===== src/rtl/nandy_fetch.sv =====
// nandy_fetch: instruction fetch/sequencer feeding the control decoder.
// Fetches one byte per instruction from program memory into the instruction
// register, then runs one execute cycle (inst[7]=0) or two (inst[7]=1).
// The program counter is incremented at fetch and reloaded by datapath jumps.
//
// Optional feature: define NANDY_FETCH_HALT_EN to add the halt/halted ports
// and the HALT state.
//
// Ports:
//   clk, rst_n   clock, asynchronous active-low reset
//   mem_addr     program memory address (always pc)
//   mem_rd       program read request (FETCH only)
//   mem_data     program read data, mem_valid qualifies it
//   jump         pc load request, sampled in last execute cycle
//   jump_addr    jump target
//   inst         instruction register to decoder
//   cycle        execute sub-cycle to decoder
//   inst_valid   high in execute states
//   pc           program counter (points at next instruction while executing)
//   halt/halted  (optional) stop after current instruction / halted status
module nandy_fetch #(
    parameter int unsigned ADDR_W = 16,
    parameter logic [ADDR_W-1:0] RESET_PC = '0
) (
    input  logic              clk,
    input  logic              rst_n,
    output logic [ADDR_W-1:0] mem_addr,
    output logic              mem_rd,
    input  logic [7:0]        mem_data,
    input  logic              mem_valid,
    input  logic              jump,
    input  logic [ADDR_W-1:0] jump_addr,
`ifdef NANDY_FETCH_HALT_EN
    input  logic              halt,
    output logic              halted,
`endif
    output logic [7:0]        inst,
    output logic              cycle,
    output logic              inst_valid,
    output logic [ADDR_W-1:0] pc
);

    typedef enum logic [1:0] {
        FETCH,
        EXEC0,
        EXEC1
`ifdef NANDY_FETCH_HALT_EN
        , HALT
`endif
    } state_t;

    state_t            state;
    state_t            nextState;
    state_t            doneState;
    logic [ADDR_W-1:0] pcNext;
    logic [7:0]        instNext;
    logic              memRdNext;
    logic              instValidNext;
    logic              cycleNext;
`ifdef NANDY_FETCH_HALT_EN
    logic              haltedNext;
`endif

    assign mem_addr = pc;

    // State register; status outputs are registered from the next-state decode
    always_ff @(posedge clk or negedge rst_n) begin
        if (!rst_n) begin
            state      <= FETCH;
            pc         <= RESET_PC;
            inst       <= 8'h00;
            mem_rd     <= 1'b1;
            inst_valid <= 1'b0;
            cycle      <= 1'b0;
`ifdef NANDY_FETCH_HALT_EN
            halted     <= 1'b0;
`endif
        end else begin
            state      <= nextState;
            pc         <= pcNext;
            inst       <= instNext;
            mem_rd     <= memRdNext;
            inst_valid <= instValidNext;
            cycle      <= cycleNext;
`ifdef NANDY_FETCH_HALT_EN
            halted     <= haltedNext;
`endif
        end
    end

    // Next-state, pc/inst update and output decode
    always_comb begin
        nextState = state;
        pcNext    = pc;
        instNext  = inst;

        // Where the last execute cycle goes once the instruction retires
`ifdef NANDY_FETCH_HALT_EN
        doneState = halt ? HALT : FETCH;
`else
        doneState = FETCH;
`endif

        case (state)
            FETCH: begin
                if (mem_valid) begin
                    instNext  = mem_data;
                    pcNext    = pc + ADDR_W'(1);
                    nextState = EXEC0;
                end
            end
            EXEC0: begin
                if (inst[7]) begin
                    nextState = EXEC1;
                end else begin
                    if (jump) pcNext = jump_addr;
                    nextState = doneState;
                end
            end
            EXEC1: begin
                if (jump) pcNext = jump_addr;
                nextState = doneState;
            end
`ifdef NANDY_FETCH_HALT_EN
            HALT: begin
                if (!halt) nextState = FETCH;
            end
`endif
            default: nextState = FETCH;
        endcase

        memRdNext     = (nextState == FETCH);
        instValidNext = (nextState == EXEC0) || (nextState == EXEC1);
        cycleNext     = (nextState == EXEC1);
`ifdef NANDY_FETCH_HALT_EN
        haltedNext    = (nextState == HALT);
`endif
    end

endmodule


===== config.mk =====
export PLATFORM = sky130hd
export DESIGN_NAME = nandy_fetch
export DESIGN_NICKNAME = d
export VERILOG_FILES = /design/src/rtl/nandy_fetch.sv
export SDC_FILE = /design/constraint.sdc
export NUM_CORES = 1
export LEC_CHECK = 0
export ABC_CLOCK_PERIOD_IN_PS = 3300
export BUFFER_PORTS_ARGS = -buffer_cell sky130_fd_sc_hd__buf_4
export CELL_PAD_IN_SITES_DETAIL_PLACEMENT = 1
export CELL_PAD_IN_SITES_GLOBAL_PLACEMENT = 2
export CORE_MARGIN = 3
export CORE_UTILIZATION = 30
export DETAILED_ROUTE_END_ITERATION = 8
export PLACE_DENSITY_LB_ADDON = 0.3
export SETUP_SLACK_MARGIN = 0.1
export SLEW_MARGIN = 20
export SYNTH_ARGS = -nofsm -noshare
export SYNTH_HDL_FRONTEND = slang
export SYNTH_SLANG_ARGS = --single-unit

===== constraint.sdc =====
create_clock -name clk -period 3.3 [get_ports clk]
set_input_delay 0.495 -clock clk [delete_from_list [all_inputs] [get_ports clk]]
set_output_delay 0.495 -clock clk [all_outputs]
set_load 0.02 [all_outputs]

Word level (Yosys, flattened, before mapping)
Cells that the tools add are included.

$add $sub $neg: 1. Equal/unequal tests: 6. Mux-type cells: 7. Reduce and logical (&&, ||, !) cells: 6.

Operator list (number): 16-bit two-way mux (3); 16-bit case mux with 3 select lines (1); 16-bit by 1-bit adder with 16-bit output (second input constant) (1); 2-bit by 1-bit equality test with 1-bit output (second input constant) (2); 2-bit equality test (second input constant) (2); 2-bit logical NOT (2); 2-bit two-way mux (2); 2-bit != test (second input constant) (2); 2-bit case mux with 2 select lines (1); 3-bit AND reduction (1); 3-bit nonzero test (1); 2-bit AND reduction (1); 1-bit logical OR (1).

Register bits after elaboration: 29. Output and inout bits: 43. Logic and storage cells: 26.

Logic depth before layout (Yosys ltp)
Depth in word-level cells: 4. Mapped depth: 7.

Worst setup path after synthesis
No wires, ideal clock.

Path kind: register to register. From: reg state[0]. To: reg pc[10] (netlist: mem_addr[10]). Setup time: 0.142 ns. Data arrival time: 1.712 ns. Data required time: 3.158 ns. Path slack: 1.446 ns. Cell stages (with the launch flop): 7. Period minus slack after synthesis: 1.854 ns. Cells stage by stage: dfrtp_1 -> inv_1 -> ha_1 -> nand2b_1 -> a221o_1 -> nor4_1 -> a211oi_1.

Cells in the longest elaborated chain, start to end: 3.

Ends and longest elaborated chain: start, declared (line 52) `state_t state;`; start signal, assigned (line 79) `state <= nextState;`; 2-bit by 1-bit equality test with 1-bit output, or another cell as far along (line 104) `case (state)`; 2-bit != test (no line) or 3-bit nonzero test (tied branches); 3-bit AND reduction (no line); end signal, assigned (line 80) `pc <= pcNext;`; end, declared (line 40) `output logic [ADDR_W-1:0] pc`.

Parallel ways exist; a longest one is shown, timed or not. A chain may end at the register's enable or synchronous reset.

Worst setup path in the final report
From: reg state[0]. To: reg pc[14] (netlist: mem_addr[14]).

Same word-level chain as after synthesis.

==> impl_table.tex <==
\begin{tabular}{lr}
\hline
Metric & Value \\
\hline
\multicolumn{2}{l}{\textbf{Status}} \\
Outcome & finished clean \\
\multicolumn{2}{l}{\textbf{STA}} \\
Final period utilization & 0.745 \\
Setup repair after global routing missed its margin & no \\
Final setup violation count & 0 \\
Tightest slew margin relative to the limit & 0.384 \\
Total Neg Setup Slack & 0 ns \\
Achievable clock frequency & 0.407 GHz \\
Transition at the pin with the smallest max-transition slack & 0.924 ns \\
Hold violation count in the final report & 0 \\
Final Skew & 0.00424 ns \\
Fin. max-slew vios & 0 \\
Final critical path time including I/O delays and setup & 2.46 ns \\
\multicolumn{2}{l}{\textbf{Worst setup path}} \\
Stage delay of the slowest cell on the critical path & 0.55 ns \\
Kind of end point of the critical path & flop \\
Worst-path cell chain & inv\_1, ha\_1, buf\_4, nand2b\_1, a221o\_1, nor4\_1, a211oi\_1 \\
Critical path startpoint category & flop \\
Largest fanout on the critical path & 21 \\
Worst EP arrival & 2.60 ns \\
Required arrival time at the worst endpoint & 3.44 ns \\
Slowest cell on the critical path & sky130\_fd\_sc\_hd\_\_nor4\_1 \\
Type of the setup path with the least slack & reg2reg \\
\multicolumn{2}{l}{\textbf{Logic synthesis}} \\
Asr flop ratio synth & 1.00 \\
Most used flip-flop cell after synthesis & sky130\_fd\_sc\_hd\_\_dfrtp\_1 \\
Number of instances in the synthesized netlist & 167 \\
Number of enable-type register cells in the synthesized netlist & 0 \\
Portion of synthesized cell area occupied by the leading cell type & 0.416 \\
Main combinational cell family by area after synthesis & compound AO/OA/AOI/OAI gates \\
Post-synthesis share of cell area spent on full adders, half adders and majority gates & 0.0371 \\
Compound-gate portion of the synthesized area & 0.168 \\
Synthesis Warnings & 0 \\
Flop and latch count out of synthesis & 29 \\
Post-synth net total & 200 \\
Summed instance area of the synthesized netlist & 1690 µm² \\
Mean instance size in the synthesized netlist & 10.1 µm² \\
Area contributors post-synth & sky130\_fd\_sc\_hd\_\_dfrtp\_1 42\%, sky130\_fd\_sc\_hd\_\_buf\_4 7.1\%, sky130\_fd\_sc\_hd\_\_mux2\_2 6.0\%, sky130\_fd\_sc\_hd\_\_mux2i\_1 5.3\%, sky130\_fd\_sc\_hd\_\_ha\_1 3.7\% \\
Sequential cell area fraction in the yosys report & 0.431 \\
Basic-gate share of the synthesized area counting and, or, nand and nor cells & 0.148 \\
Leading cell types by count after synthesis & 28 x sky130\_fd\_sc\_hd\_\_dfrtp\_1, 16 x sky130\_fd\_sc\_hd\_\_buf\_4, 10 x sky130\_fd\_sc\_hd\_\_nand2\_1, 10 x sky130\_fd\_sc\_hd\_\_nor2\_1, 10 x sky130\_fd\_sc\_hd\_\_o21ai\_0 \\
Multiplexer share of the synthesized area & 0.114 \\
Xor and xnor area share after synthesis & 0 \\
Top cell type by total area after synthesis & sky130\_fd\_sc\_hd\_\_dfrtp\_1 \\
Synth cell types & 37 \\
Most repeated cell in the gate-level netlist after synthesis & sky130\_fd\_sc\_hd\_\_dfrtp\_1 \\
\multicolumn{2}{l}{\textbf{Placed design}} \\
Port Buffer Count & 70 \\
Total placed cells including tap cells & 287 \\
Post-detailed-placement half-perimeter wirelength & 3400 µm \\
Global placer's final weighted congestion & 0.774 \\
\multicolumn{2}{l}{\textbf{Clocking}} \\
Post-cts sizing count & 0 \\
Cts-stage hold buffer count & 0 \\
Clock tree from TritonCTS & yes \\
Buffer cell driving the clock tree root & sky130\_fd\_sc\_hd\_\_clkbuf\_8 \\
Clock Path Buffers & 2 \\
Cts bufs inserted & 5 \\
Post-CTS setup repair buffer count & 0 \\
Clk slew on worst S/H paths & 0.07 ns \\
Clock sink count & 29 \\
Later-pin clock latency in the skew report & 0.28 ns \\
Number of levels in the clock H-tree & 2 \\
\multicolumn{2}{l}{\textbf{Power}} \\
Peak ir drop on the vdd network & 0.494 mV \\
PwrDens & 1170 nW/µm² \\
Static Leak & 0.00105 µW \\
\multicolumn{2}{l}{\textbf{Final layout}} \\
Final Instance Count excl. Fillers & 295 \\
Final antenna diode count & 0 \\
Fin nets & 257 \\
Core utilization of the finished layout & 0.426 \\
Layout area overhead & 33.3\% \\
Layout cells sized above 1 & 0.409 \\
\# fillers & 620 \\
\multicolumn{2}{l}{\textbf{Min path}} \\
Worst min-delay path class & in2async \\
\multicolumn{2}{l}{\textbf{Floorplan}} \\
Die height & 81.0 µm \\
Core box area & 5270 µm² \\
Overall die width & 81.0 µm \\
Number of placed I/O pins & 71 \\
Effective utilization at floorplan & 0.320 \\
Die area & 6550 µm² \\
Standard-cell rows & 26 \\
\multicolumn{2}{l}{\textbf{Flow run}} \\
Maximum Capacitance Violations & 0 \\
\multicolumn{2}{l}{\textbf{GRT}} \\
Number of global-route vias before repair & 1574 \\
Total overflow reported by the global router & 0 \\
Largest net degree at the start of global routing & 30 \\
Wire length of the first global-routing pass & 7450 µm \\
Initial antenna violation count & 0 \\
Overall fraction of global-route tracks in use & 0.147 \\
\multicolumn{2}{l}{\textbf{Routing}} \\
Detail-routed via count per cell & 5.10 \\
1st-iter DRT viols & 55 \\
Drt drc & 0 \\
1st-pass router iterations & 4 \\
Antenna viol nets, final & 0 \\
Number of vias in the routed layout & 1505 \\
Average wire length per cell after detail routing & 15.6 µm \\
Wire length reported by the detailed router & 4610 µm \\
\hline
\end{tabular}
==> layout make-up <==
cell class                 instances  area, µm²  share of cell area
tap                               70       87.6              0.0390
multi-input combinational        110        786               0.350
sequential                        29        727               0.324
inverter                           6       22.5              0.0100
clock inverter                     2       10.0             0.00446
clock buffer                       6       72.6              0.0323
timing repair buffer              72        541               0.241
==> flip-flops by register name, indices dropped and copies added (netlist names) <==
register,count
mem_addr,16
mem_rd,1
cycle,1
inst_valid,1
inst,8
state,2
==> metrics by stage <==
step                      hold slack [ns]  cell area [µm²]  total power, µW  setup slack, ns
after floorplan                     0.199             1690             1870             1.45
after global placement              0.447             2160             2290            0.974
after detailed placement            0.454             2160             2370            0.844
after CTS                           0.141             2250             2670            0.813
after global routing                0.156             2250             2840            0.615
final                               0.128             2250             2620            0.842
==> placed cells by master (no fill, tap or decap), types with 4 or more instances in the layout <==
cell type                   n
sky130_fd_sc_hd__a311oi_1   4
sky130_fd_sc_hd__o21ai_0   10
sky130_fd_sc_hd__nor2_1    10
sky130_fd_sc_hd__inv_1      6
sky130_fd_sc_hd__nand2b_1   6
sky130_fd_sc_hd__buf_4     72
sky130_fd_sc_hd__and3_1     4
sky130_fd_sc_hd__ha_1       5
sky130_fd_sc_hd__mux2i_1    9
sky130_fd_sc_hd__nor4_1     4
sky130_fd_sc_hd__a211oi_1   7
sky130_fd_sc_hd__mux2_2     9
sky130_fd_sc_hd__nand2_1   10
sky130_fd_sc_hd__dfrtp_1   28
sky130_fd_sc_hd__clkbuf_8   5
sky130_fd_sc_hd__a21oi_1    7
==> routing by layer <==
metal / vias to the layer above / routed length [µm] / global-route usage
met5: - / 0 / 0
met4: 0 / 83 / 0.0574
met3: 8 / 317 / 0.0455
met2: 48 / 2310 / 0.256
met1: 741 / 1910 / 0.168
li1: 708 / - / -
==> cell families after synthesis <==
logic type      count (synthesis)
compound gates                 39
fa+ha+maj                       5
buf+inv                        28
flops                          29
mux                            18
simple gates                   48
==> worst max-delay path: cells and delay by family (launching register included) <==
family                     cells  cell delay [ns]
AOI/OAI and AO/OA              2             0.68
buffers and inverters          2             0.29
DFF                            1             0.38
and+or+nand+nor                2             0.69
adders and majority gates      1             0.28
==> path summary, 6_finish.rpt <==
check                                 start      endpoint  slack (ns)  cells past startpoint
worst min-delay path                  rst_n  mem_addr[15]        0.13                      1
worst max register to register     state[0]  mem_addr[14]        0.84                      7
worst max-delay path               state[0]  mem_addr[14]        0.84                      7
worst min register to register      inst[4]       inst[4]        0.50                      1
min in group clk                mem_data[4]       inst[4]        0.44                      2
max in group asynchronous             rst_n        mem_rd        2.84                      1
==> power by group <==
group / internal (µW) / leakage [µW] / switching [µW]
registers: 530 / 0.000355 / 180
logic: 704 / 0.000646 / 921
clock network: 146 / 0.0000450 / 138
total: 1380 / 0.00105 / 1240
Note: power is estimated with default switching activity, not from simulation.
